[config.mk]
export PLATFORM = sky130hd
export DESIGN_NAME = data_path_flat
export DESIGN_NICKNAME = d
export VERILOG_FILES = /design/src/rtl/k_and_s_pkg.sv /design/src/rtl/data_path_if.sv /design/src/rtl/data_path_alu.sv /design/src/rtl/data_path.sv /design/src/flat_wrapper.sv
export SDC_FILE = /design/constraint.sdc
export NUM_CORES = 1
export LEC_CHECK = 0
export BUFFER_PORTS_ARGS = -buffer_cell sky130_fd_sc_hd__buf_2
export CELL_PAD_IN_SITES_DETAIL_PLACEMENT = 0
export CELL_PAD_IN_SITES_GLOBAL_PLACEMENT = 1
export CORE_UTILIZATION = 44
export CTS_CLUSTER_DIAMETER = 150
export CTS_CLUSTER_SIZE = 28
export DETAILED_ROUTE_END_ITERATION = 7
export PLACE_DENSITY_LB_ADDON = 0.05
export SLEW_MARGIN = 10
export SYNTH_ARGS = -nofsm -noshare
export SYNTH_HDL_FRONTEND = slang
export SYNTH_SLANG_ARGS = --single-unit
[constraint.sdc]
create_clock -name clk -period 4.41 [get_ports clk]
set_input_delay 0.2205 -clock clk [delete_from_list [all_inputs] [get_ports clk]]
set_output_delay 0.2205 -clock clk [all_outputs]
set_load 0.005 [all_outputs]
[src/rtl/k_and_s_pkg.sv]
// Shared types and constants for the K&S multicycle processor datapath:
// widths, instruction opcodes, ALU operation codes and the decoded
// instruction enum handed to the control unit.
package k_and_s_pkg;

    localparam int DATA_W    = 16;
    localparam int ADDR_W    = 5;
    localparam int NUM_REGS  = 4;
    localparam int REG_IDX_W = $clog2(NUM_REGS);

    // Opcode byte found in ir[15:8]
    localparam logic [7:0] OPC_NOP    = 8'h00;
    localparam logic [7:0] OPC_LOAD   = 8'h81;
    localparam logic [7:0] OPC_STORE  = 8'h82;
    localparam logic [7:0] OPC_MOVE   = 8'h91;
    localparam logic [7:0] OPC_ADD    = 8'hA1;
    localparam logic [7:0] OPC_SUB    = 8'hA2;
    localparam logic [7:0] OPC_AND    = 8'hA3;
    localparam logic [7:0] OPC_OR     = 8'hA4;
    localparam logic [7:0] OPC_BRANCH = 8'h01;
    localparam logic [7:0] OPC_BZERO  = 8'h02;
    localparam logic [7:0] OPC_BNZERO = 8'h03;
    localparam logic [7:0] OPC_BNEG   = 8'h0A;
    localparam logic [7:0] OPC_BNNEG  = 8'h0B;
    localparam logic [7:0] OPC_HALT   = 8'hFF;

    // ALU operation select driven by the control unit
    localparam logic [1:0] OP_ADD = 2'b00;
    localparam logic [1:0] OP_SUB = 2'b01;
    localparam logic [1:0] OP_AND = 2'b10;
    localparam logic [1:0] OP_OR  = 2'b11;

    typedef enum logic [3:0] {
        I_NOP,
        I_LOAD,
        I_STORE,
        I_MOVE,
        I_ADD,
        I_SUB,
        I_AND,
        I_OR,
        I_BRANCH,
        I_BZERO,
        I_BNZERO,
        I_BNEG,
        I_BNNEG,
        I_HALT
    } decoded_instruction_type;

endpackage

[src/rtl/data_path_if.sv]
// Bundle of everything passing between the control unit / RAM side and the
// datapath: control strobes in, decode and flags out, and the RAM bus.
interface data_path_if;
    import k_and_s_pkg::*;

    logic                    branch;
    logic                    pc_enable;
    logic                    ir_enable;
    logic                    write_reg_enable;
    logic                    addr_sel;
    logic                    c_sel;
    logic [1:0]              operation;
    logic                    flags_reg_enable;
    decoded_instruction_type decoded_instruction;
    logic                    zero_op;
    logic                    neg_op;
    logic                    unsigned_overflow;
    logic                    signed_overflow;
    logic [ADDR_W-1:0]       ram_addr;
    logic [DATA_W-1:0]       data_out;
    logic [DATA_W-1:0]       data_in;

    // Control unit plus RAM model side
    modport master (
        output branch, pc_enable, ir_enable, write_reg_enable, addr_sel,
               c_sel, operation, flags_reg_enable, data_in,
        input  decoded_instruction, zero_op, neg_op, unsigned_overflow,
               signed_overflow, ram_addr, data_out
    );

    // Datapath side
    modport slave (
        input  branch, pc_enable, ir_enable, write_reg_enable, addr_sel,
               c_sel, operation, flags_reg_enable, data_in,
        output decoded_instruction, zero_op, neg_op, unsigned_overflow,
               signed_overflow, ram_addr, data_out
    );

endinterface

[src/rtl/data_path_alu.sv]
// Combinational ALU: add/sub/and/or on two DATA_W operands, producing the
// wrapped result and the four status flags. AND/OR never report overflow.
module alu
    import k_and_s_pkg::*;
(
    input  logic [DATA_W-1:0] i_a,
    input  logic [DATA_W-1:0] i_b,
    input  logic [1:0]        i_operation,
    output logic [DATA_W-1:0] o_result,
    output logic              o_zero,
    output logic              o_neg,
    output logic              o_unsigned_overflow,
    output logic              o_signed_overflow
);

    logic [DATA_W:0] w_wide;

    // The extra top bit of the widened add/sub is the carry (add) or borrow (sub)
    always_comb begin
        w_wide              = '0;
        o_unsigned_overflow = 1'b0;
        o_signed_overflow   = 1'b0;
        case (i_operation)
            OP_ADD: begin
                w_wide              = {1'b0, i_a} + {1'b0, i_b};
                o_unsigned_overflow = w_wide[DATA_W];
                o_signed_overflow   = (i_a[DATA_W-1] == i_b[DATA_W-1]) &&
                                      (w_wide[DATA_W-1] != i_a[DATA_W-1]);
            end
            OP_SUB: begin
                w_wide              = {1'b0, i_a} - {1'b0, i_b};
                o_unsigned_overflow = w_wide[DATA_W];
                o_signed_overflow   = (i_a[DATA_W-1] != i_b[DATA_W-1]) &&
                                      (w_wide[DATA_W-1] != i_a[DATA_W-1]);
            end
            OP_AND:  w_wide = {1'b0, i_a & i_b};
            default: w_wide = {1'b0, i_a | i_b};
        endcase
    end

    assign o_result = w_wide[DATA_W-1:0];
    assign o_zero   = (w_wide[DATA_W-1:0] == '0);
    assign o_neg    = w_wide[DATA_W-1];

endmodule

[src/rtl/data_path.sv]
// K&S multicycle datapath: PC, IR, register file, ALU and flags register.
// Every piece of state moves only on an edge where its strobe is high;
// the decoder and RAM address mux are purely combinational from state.
module data_path
    import k_and_s_pkg::*;
(
    input  logic         clk,
    input  logic         rst_n,
    data_path_if.slave   bus
);

    logic [ADDR_W-1:0]    r_pc;
    logic [DATA_W-1:0]    r_ir;
    logic [DATA_W-1:0]    r_regs [NUM_REGS];
    logic                 r_zero;
    logic                 r_neg;
    logic                 r_uovf;
    logic                 r_sovf;

    decoded_instruction_type w_decoded;
    logic [REG_IDX_W-1:0] w_ra_idx;
    logic [REG_IDX_W-1:0] w_rb_idx;
    logic [REG_IDX_W-1:0] w_rd_idx;
    logic [DATA_W-1:0]    w_bus_a;
    logic [DATA_W-1:0]    w_bus_b;
    logic [DATA_W-1:0]    w_alu_result;
    logic [DATA_W-1:0]    w_wb_data;
    logic                 w_alu_zero;
    logic                 w_alu_neg;
    logic                 w_alu_uovf;
    logic                 w_alu_sovf;
    logic                 w_unused_ir_bit;

    // IR bit 7 is not part of any instruction field
    assign w_unused_ir_bit = r_ir[7];

    // Opcode byte to decoded instruction; unknown opcodes behave as NOP
    always_comb begin
        w_decoded = I_NOP;
        case (r_ir[15:8])
            OPC_LOAD:   w_decoded = I_LOAD;
            OPC_STORE:  w_decoded = I_STORE;
            OPC_MOVE:   w_decoded = I_MOVE;
            OPC_ADD:    w_decoded = I_ADD;
            OPC_SUB:    w_decoded = I_SUB;
            OPC_AND:    w_decoded = I_AND;
            OPC_OR:     w_decoded = I_OR;
            OPC_BRANCH: w_decoded = I_BRANCH;
            OPC_BZERO:  w_decoded = I_BZERO;
            OPC_BNZERO: w_decoded = I_BNZERO;
            OPC_BNEG:   w_decoded = I_BNEG;
            OPC_BNNEG:  w_decoded = I_BNNEG;
            OPC_HALT:   w_decoded = I_HALT;
            default:    w_decoded = I_NOP;
        endcase
    end

    // Register field positions differ for LOAD/STORE/MOVE; ALU layout is the default
    always_comb begin
        w_ra_idx = r_ir[3:2];
        w_rd_idx = r_ir[5:4];
        case (r_ir[15:8])
            OPC_LOAD:  w_rd_idx = r_ir[6:5];
            OPC_STORE: w_ra_idx = r_ir[6:5];
            OPC_MOVE: begin
                w_rd_idx = r_ir[3:2];
                w_ra_idx = r_ir[1:0];
            end
            default: ;
        endcase
    end

    // rb always sits in ir[1:0], which is also where MOVE keeps ra, so a
    // MOVE issued with OR yields ra | ra = ra
    assign w_rb_idx  = r_ir[1:0];
    assign w_bus_a   = r_regs[w_ra_idx];
    assign w_bus_b   = r_regs[w_rb_idx];
    assign w_wb_data = bus.c_sel ? bus.data_in : w_alu_result;

    alu u_alu (
        .i_a                 (w_bus_a),
        .i_b                 (w_bus_b),
        .i_operation         (bus.operation),
        .o_result            (w_alu_result),
        .o_zero              (w_alu_zero),
        .o_neg               (w_alu_neg),
        .o_unsigned_overflow (w_alu_uovf),
        .o_signed_overflow   (w_alu_sovf)
    );

    // PC either jumps to the IR address field or steps by one, wrapping at the top
    always_ff @(posedge clk or negedge rst_n) begin
        if (!rst_n) begin
            r_pc <= '0;
        end else if (bus.pc_enable) begin
            r_pc <= bus.branch ? r_ir[ADDR_W-1:0] : r_pc + ADDR_W'(1);
        end
    end

    // Instruction fetch straight from the RAM read data
    always_ff @(posedge clk or negedge rst_n) begin
        if (!rst_n) begin
            r_ir <= '0;
        end else if (bus.ir_enable) begin
            r_ir <= bus.data_in;
        end
    end

    // Register file write-back; reads are combinational and see the old value this cycle
    always_ff @(posedge clk or negedge rst_n) begin
        if (!rst_n) begin
            for (int i = 0; i < NUM_REGS; i++) begin
                r_regs[i] <= '0;
            end
        end else if (bus.write_reg_enable) begin
            r_regs[w_rd_idx] <= w_wb_data;
        end
    end

    // Flags capture the current ALU outcome only when asked, otherwise hold
    always_ff @(posedge clk or negedge rst_n) begin
        if (!rst_n) begin
            r_zero <= 1'b0;
            r_neg  <= 1'b0;
            r_uovf <= 1'b0;
            r_sovf <= 1'b0;
        end else if (bus.flags_reg_enable) begin
            r_zero <= w_alu_zero;
            r_neg  <= w_alu_neg;
            r_uovf <= w_alu_uovf;
            r_sovf <= w_alu_sovf;
        end
    end

    assign bus.decoded_instruction = w_decoded;
    assign bus.zero_op             = r_zero;
    assign bus.neg_op              = r_neg;
    assign bus.unsigned_overflow   = r_uovf;
    assign bus.signed_overflow     = r_sovf;
    assign bus.ram_addr            = bus.addr_sel ? r_pc : r_ir[ADDR_W-1:0];
    assign bus.data_out            = w_bus_a;

endmodule
[src/flat_wrapper.sv]
// flat-port wrapper written by rule: the top's interface ports become plain ports
module data_path_flat import k_and_s_pkg::*;
  (clk, rst_n, bus_branch, bus_pc_enable, bus_ir_enable, bus_write_reg_enable, bus_addr_sel, bus_c_sel, bus_operation, bus_flags_reg_enable, bus_data_in, bus_decoded_instruction, bus_zero_op, bus_neg_op, bus_unsigned_overflow, bus_signed_overflow, bus_ram_addr, bus_data_out);
  data_path_if bus_i ();
  input  logic clk;
  input  logic rst_n;
  input wire logic [$bits(bus_i.branch)-1:0] bus_branch;
  input wire logic [$bits(bus_i.pc_enable)-1:0] bus_pc_enable;
  input wire logic [$bits(bus_i.ir_enable)-1:0] bus_ir_enable;
  input wire logic [$bits(bus_i.write_reg_enable)-1:0] bus_write_reg_enable;
  input wire logic [$bits(bus_i.addr_sel)-1:0] bus_addr_sel;
  input wire logic [$bits(bus_i.c_sel)-1:0] bus_c_sel;
  input wire logic [$bits(bus_i.operation)-1:0] bus_operation;
  input wire logic [$bits(bus_i.flags_reg_enable)-1:0] bus_flags_reg_enable;
  input wire logic [$bits(bus_i.data_in)-1:0] bus_data_in;
  output wire logic [$bits(bus_i.decoded_instruction)-1:0] bus_decoded_instruction;
  output wire logic [$bits(bus_i.zero_op)-1:0] bus_zero_op;
  output wire logic [$bits(bus_i.neg_op)-1:0] bus_neg_op;
  output wire logic [$bits(bus_i.unsigned_overflow)-1:0] bus_unsigned_overflow;
  output wire logic [$bits(bus_i.signed_overflow)-1:0] bus_signed_overflow;
  output wire logic [$bits(bus_i.ram_addr)-1:0] bus_ram_addr;
  output wire logic [$bits(bus_i.data_out)-1:0] bus_data_out;
  assign bus_i.branch = bus_branch;
  assign bus_i.pc_enable = bus_pc_enable;
  assign bus_i.ir_enable = bus_ir_enable;
  assign bus_i.write_reg_enable = bus_write_reg_enable;
  assign bus_i.addr_sel = bus_addr_sel;
  assign bus_i.c_sel = bus_c_sel;
  assign bus_i.operation = bus_operation;
  assign bus_i.flags_reg_enable = bus_flags_reg_enable;
  assign bus_i.data_in = bus_data_in;
  assign bus_decoded_instruction = bus_i.decoded_instruction;
  assign bus_zero_op = bus_i.zero_op;
  assign bus_neg_op = bus_i.neg_op;
  assign bus_unsigned_overflow = bus_i.unsigned_overflow;
  assign bus_signed_overflow = bus_i.signed_overflow;
  assign bus_ram_addr = bus_i.ram_addr;
  assign bus_data_out = bus_i.data_out;
  data_path u_core (.clk(clk), .rst_n(rst_n), .bus(bus_i));
endmodule
==> out/results.tsv, run 1 <==
stage	metric	value	unit
finish	areaGrowthSynthToFinish	30.9	%
routing	drcViolationCount	0	
power	power	0.00816	W
die	fp.dieW	130	um
synthesis	synth_common_cells	dfrtp_1, mux2_2, nand2_1	
finish	multi_input_area	5230	sq um
finish	fill_cells	1432	
clocking	cts_root_buf	clkbuf_16	
routing	wire_per_inst	19.6	um
worst_setup_path	cp_max_fo	7	
sta	layout_setup_ws	-0.140	ns
worst_setup_path	crit_path_start_kind	flop	
grt	grt-ovfl-total	0	
synthesis	synthAdderAreaFrac	0.0957	
clocking	clk_pin_slew	0.06	ns
finish	drive_above_1_share	0.429	
synthesis	synthArstFlopShare	1.00	
clocking	cts_tree	done	
place	io_buffers	55	
power	leakagePower	4.29	nW
synthesis	synth_top_cell_area_share	0.305	
synthesis	yosysTopAreaCell	dfrtp_1	
worst_setup_path	arrival	4.83	ns
sta	timing.final.max_slew_violations	0	
sta	finalSetupViolCount	27	
synthesis	synth_xor_area_frac	0.0121	
routing	drtIter0Drc	290	
sta	fin_crit_sh	1.03	
worst_setup_path	required	4.69	ns
grt	antenna_found_initial	0	
synthesis	synth.mux.area_fraction	0.251	
power	ir_drop	0.000374	V
synthesis	yosysWarnings	0	
worst_setup_path	worstSetupEndpointType	flop	
clocking	cts_buffers	9	
grt	track_usage	0.266	
grt	grt_pass1_wl	34200	um
clocking	clock_path_buffers	2	
finish	post-route-util	0.593	
worst_setup_path	rrSetupSlack	-0.14	ns
synthesis	synthDistinctLibCells	74	
clocking	htreeDepth	3	
die	initial_core_util	0.453	
grt	grt_max_degree	56	
finish	num_antenna_cells	0	
die	io_pins	56	
synthesis	synth_edf_count	0	
die	core_area	15900	sq um
routing	num_vias	6342	
sta	fin_hold_ws	0.137	ns
finish	regArea	2200	sq um
sta	rsz0062_at_grt	yes	
routing	via_per_inst	5.74	
die	die_area	16900	sq um
synthesis	synth_seq_cells	88	
grt	grt_pass1_vias	6328	
sta	fmax	220	MHz
sta	min_period	4.55	ns
status	violations	negative setup slack	
worst_setup_path	path_class	flop to flop	
synthesis	synth_cells	738	
sta	hold_viol_final	0	
synthesis	synth_compound_area_frac	0.161	
routing	first_pass_iters	5	
die	die_h	130	um
synthesis	netlist_area	7220	sq um
die	std_cell_rows	46	
status	status	finished with violations	
synthesis	synth.yosys.seq_area_share	0.305	
sta	skew	0.00742	ns
synthesis	synth-simple-area-share	0.120	
synthesis	synth.avg_cell_area	9.78	sq um
clocking	clock-sinks	88	
clocking	worstSkewPairLatency	0.34	ns
synthesis	syn-num-nets	819	
job	cap_violations	0	
hold_path	hp-class	input port to flop	
sta	relSlewSlack	0.333	
place	place_congestion	0.853	
synthesis	netlist_top_cells_area	dfrtp_1, mux2_2, ha_1, mux2i_1, mux4_2	
routing	wirelength	21600	um
power	p_per_area	863	nW/um^2
routing	ant_nets	0	
synthesis	synthFlopType	dfrtp_1	
synthesis	synth_most_common_cell	dfrtp_1	
synthesis	synth_top_family_by_area	multiplexers	
place	dp_hpwl	16200	um
sta	worst_pin_slew	1.00	ns
finish	nets	964	
## path summary, 6_finish.rpt
kind | from | endpoint | cells after the start
max reg2reg | u_core.r_ir[13] | u_core.r_regs[46] | 19
max in group asynchronous | rst_n | u_core.r_regs[29] | 3
min in group asynchronous | rst_n | u_core.r_regs[51] | 2
max | u_core.r_ir[13] | u_core.r_regs[46] | 19
min | bus_data_in[10] | u_core.r_ir[10] | 2
min reg2reg | u_core.r_regs[20] | u_core.r_regs[20] | 2
## repair_timing
item / 4_1_cts / 5_1_grt
cloned: 1 / 0
resized for setup: 68 / 60
setup buffers: 10 / 6
hold buffers: 1 / 0
pin swaps: 25 / 37
hold endpoints to repair: 33 / 0
setup endpoints to repair: 45 / 53
## flip-flops by register name, summed over array words and instances (netlist names)
register,cells
u_core.r_regs,64
u_core.r_ir,15
u_core.r_pc,5
u_core.bus.neg_op,1
u_core.bus.signed_overflow,1
u_core.bus.unsigned_overflow,1
u_core.bus.zero_op,1
## routing by layer
layer | up-vias | share of wire | GRT usage
met5 | - | 0 | 0
met4 | 0 | 0.015 | 0.0814
met3 | 20 | 0.037 | 0.0459
met2 | 124 | 0.50 | 0.452
met1 | 3213 | 0.45 | 0.346
li1 | 2985 | - | -
## report_power, final
group	leakage, nW	internal, W	switching [W]
Clock	0.145	0.000453	0.000309
Combinational	3.10	0.00301	0.00300
Sequential	1.05	0.00114	0.000258
## through the flow
| step | instance area, sq um | cells | setup WS (ns) | setup TNS, ns |
|---|---|---|---|---|
| after CTS | 9140 | 1099 | -0.109 | -1.18 |
| after floorplan | 7220 | 738 | 0.0128 | 0 |
| final | 9450 | 1104 | -0.140 | -1.35 |
| after global placement | 8390 | 1071 | -0.504 | -4.71 |
| after detailed placement | 8390 | 1071 | -0.542 | -8.00 |
| after global routing | 9450 | 1104 | -0.374 | -9.50 |
## placed cells by master (no fill, tap or decap), types with 9 or more instances in the layout
| cell type | instances |
|---|---|
| ha_1 | 38 |
| nor2_1 | 41 |
| o21ai_0 | 32 |
| dfrtp_1 | 88 |
| mux2_4 | 24 |
| mux4_2 | 16 |
| mux2i_1 | 39 |
| a21oi_1 | 38 |
| clkbuf_16 | 9 |
| mux2_2 | 68 |
| ha_4 | 11 |
| nand2_1 | 58 |
| buf_2 | 54 |
| nand2b_1 | 9 |
| buf_4 | 112 |
| o211ai_1 | 9 |
| inv_1 | 48 |
## critical path: stages (launching register included)
cell and delay, ns:
dfrtp_1 0.42, nor4b_4 0.31, nor4b_4 0.28, buf_4 0.18, a32oi_4 0.06, o21ai_4 0.09, buf_12 0.15, mux2i_1 0.07
mux2_4 0.30, ha_4 0.17, fa_2 0.36, o21ba_4 0.22, or4_4 0.42, nand3b_1 0.22, a21oi_1 0.15, o21ai_2 0.28
mux2i_1 0.31, nor3b_2 0.08, a21oi_2 0.23, mux2_2 0.18
## layout make-up
type                    count  area share
multi-input cells         556       0.553
flip-flops and latches     88       0.233
repair buffers            176       0.133
well taps                 216      0.0286
clock buffers              11      0.0257
inverters                  52      0.0209
clock inverters             5     0.00596
## logic make-up (layout without fill, tap and decap cells)
| kind of cell | Yosys count | after routing |
|---|---|---|
| AOI/OAI and AO/OA | 172 | 172 |
| xor gates and xnor gates | 10 | 10 |
| adders and majority gates | 54 | 54 |
| buffers and inverters | 94 | 244 |
| DFF | 88 | 88 |
| muxes | 148 | 148 |
| and+or+nand+nor | 172 | 172 |
No activity file was read; power rests on OpenSTA's default activity.
==> inputs of run 2 (changes only) <==
- PLACE_DENSITY_LB_ADDON: 0.05 -> 0.1
==> run 2 against run 1 <==
Compared with the run above:
- the flow still finishes with violations (negative setup slack)
- power fell by 5.8%
- non-clock buffer count is 20 lower
- register-to-register slack better by 0.06 ns
- flip-flop and latch count unchanged
- first-iteration DRC count is 6.6% higher
- highest routed layer unchanged
- critical path depth unchanged
- final area is 3.0% lower
- via count fell by 0.79%
- die area is the same
- core utilization is 1.8 points lower
- clock-buffer cell count decreased by 2
==> out/results.tsv, run 2 (synthesized netlist as in run 1, its figures left out) <==
stage	metric	value	unit
routing	num_vias	6292	
finish	multi_input_area	5090	sq um
sta	worst_pin_slew	1.08	ns
place	dp_hpwl	15600	um
clocking	worstSkewPairLatency	0.35	ns
die	core_area	15900	sq um
job	cap_violations	0	
die	die_area	16900	sq um
finish	final_common_cell	buf_4	
finish	areaGrowthSynthToFinish	27.0	%
sta	fmax	223	MHz
finish	final_cell_mix	buf_4, dfrtp_1, mux2_2	
finish	top_register	u_core.r_regs	
clocking	cts_root_buf	clkbuf_16	
clocking	cts_tree	done	
worst_setup_path	path_class	flop to flop	
worst_setup_path	cp_max_fo	4	
power	power	0.00769	W
place	io_buffers	55	
power	leakagePower	4.16	nW
worst_setup_path	crit_path_start_kind	flop	
worst_setup_path	r2r_start	u_core.r_ir[13]	
power	ir_drop	0.000313	V
sta	hold_viol_final	0	
routing	drcViolationCount	0	
die	std_cell_rows	46	
sta	fin_crit_sh	1.02	
routing	wire_per_inst	19.4	um
finish	largest_reg_flops	64	
sta	timing.final.max_slew_violations	0	
routing	drtIter0Drc	309	
sta	min_period	4.49	ns
routing	wirelength	21100	um
finish	num_antenna_cells	0	
worst_setup_path	cp_slowest_stage_delay	0.42	ns
worst_setup_path	critPathSlowestCell	mux2_2	
worst_setup_path	rr_endpoint	u_core.bus.zero_op	
clocking	clk_pin_slew	0.07	ns
clocking	htreeDepth	3	
worst_setup_path	worstSetupEndpointType	flop	
finish	nets	944	
worst_setup_path	rrSetupSlack	-0.08	ns
place	place_congestion	0.874	
worst_setup_path	worstSetupStartpoint	u_core.r_ir[13]	
sta	layout_setup_ws	-0.0838	ns
worst_setup_path	path_cells	buf_4 > nor2_1 > and4_1 > a21o_1 > buf_6 > o21ai_4 > mux2_2 > ha_1 > buf_4 > nor2_1 > o311ai_4 > a22oi_1 > xnor2_1 > mux2i_1 > nand4_1 > nor4bb_4 > buf_4 > nand4_1 > o21ai_1	
place	postPlaceCellArea	8300	sq um
finish	top_regs	u_core.r_regs (64), u_core.r_ir (15), u_core.r_pc (5)	
clocking	cts_buffers	9	
finish	fill_cells	1398	
routing	ant_nets	0	
grt	grt_pass1_vias	6342	
power	p_per_area	838	nW/um^2
worst_setup_path	cp.depth	19	
sta	finalSetupViolCount	12	
worst_setup_path	cp_num_buf_inv	4	
grt	track_usage	0.261	
worst_setup_path	critPathTopFamily	simple AND/OR/NAND/NOR gates	
worst_setup_path	arrival	4.76	ns
sta	skew	0.0130	ns
sta	fin_hold_ws	0.130	ns
worst_setup_path	crit_top_cell	buf_4	
place	place_ws	-0.436	ns
worst_setup_path	reg2reg_depth	19	
routing	via_per_inst	5.80	
worst_setup_path	required	4.68	ns
die	io_pins	56	
worst_setup_path	endpoint	u_core.bus.zero_op	
die	die_h	130	um
status	status	finished with violations	
hold_path	hp-class	input port to flop	
routing	first_pass_iters	5	
finish	fin_area	9170	sq um
grt	antenna_found_initial	0	
clocking	clock_path_buffers	2	
grt	grt_pass1_wl	33700	um
status	violations	negative setup slack	
grt	grt-ovfl-total	0	
die	initial_core_util	0.453	
grt	grt_max_degree	89	
finish	drive_above_1_share	0.400	
die	fp.dieW	130	um
sta	rsz0062_at_grt	yes	
clocking	clock-sinks	88	
finish	regArea	2200	sq um
sta	relSlewSlack	0.281	
-- run 2: cell types whose count changed in the layout (fill, tap and decap cells not counted), sizes merged --
cell | previous run | this run
clkinv | 3 | 4
clkinvlp | 1 | 0
buf | 175 | 155
inv | 52 | 54
clkbuf | 11 | 9
-- run 2: how the worst min path moves through the flow --
stage | end | start | slack (ns) | depth (start not counted)
floorplan | u_core.bus.neg_op | rst_n | -0.08 | 0
global route | u_core.r_ir[0] | bus_data_in[0] | 0.14 | 2
detailed placement | u_core.r_ir[2] | bus_data_in[2] | 0.48 | 3
CTS | u_core.r_ir[2] | bus_data_in[2] | 0.12 | 3
finish | u_core.r_ir[2] | bus_data_in[2] | 0.13 | 3
global placement | u_core.r_regs[19] | u_core.r_regs[19] | 0.48 | 2
-- run 2: per-stage QoR --
| stage | setup TNS [ns] | utilization | instances |
|---|---|---|---|
| after detailed placement | -9.20 | 0.520 | 1060 |
| after CTS | -0.184 | 0.564 | 1080 |
| final | -0.438 | 0.575 | 1084 |
| after floorplan | 0 | - | 738 |
| after global routing | -6.76 | 0.575 | 1084 |
| after global placement | -4.45 | 0.520 | 1060 |
-- run 2: tightest hold or removal path, stage by stage --
cell	delay (ns)
buf_2	0.10
nand2_1	0.05
o21ai_0	0.06
-- run 2: per-layer routing --
layer / routed length, um / track usage / up-vias
li1: - / - / 2937
met1: 9520 / 0.347 / 3183
met2: 10400 / 0.451 / 151
met3: 783 / 0.0230 / 21
met4: 315 / 0.0766 / 0
met5: 0 / 0 / -
-- run 2: where the power goes --
group / switching (W) / internal (W)
Sequential: 0.000261 / 0.00113
Clock: 0.000333 / 0.000445
Combinational: 0.00279 / 0.00272
-- run 2: layout make-up --
| class | instances | share of cell area |
|---|---|---|
| Clock inverter | 7 | 0.00860 |
| Sequential cell | 88 | 0.240 |
| Inverter | 52 | 0.0213 |
| Timing Repair Buffer | 156 | 0.121 |
| Tap cell | 216 | 0.0295 |
| Multi-Input combinational cell | 556 | 0.555 |
| Clock buffer | 9 | 0.0246 |
-- run 2: what timing repair did --
item / CTS / global route
hold buffers: 0 / 1
hold endpoints to repair: 0 / 23
buffers inserted: 4 / 3
gates resized for setup: 74 / 29
pin swaps: 19 / 21
endpoints found under the setup margin: 43 / 46
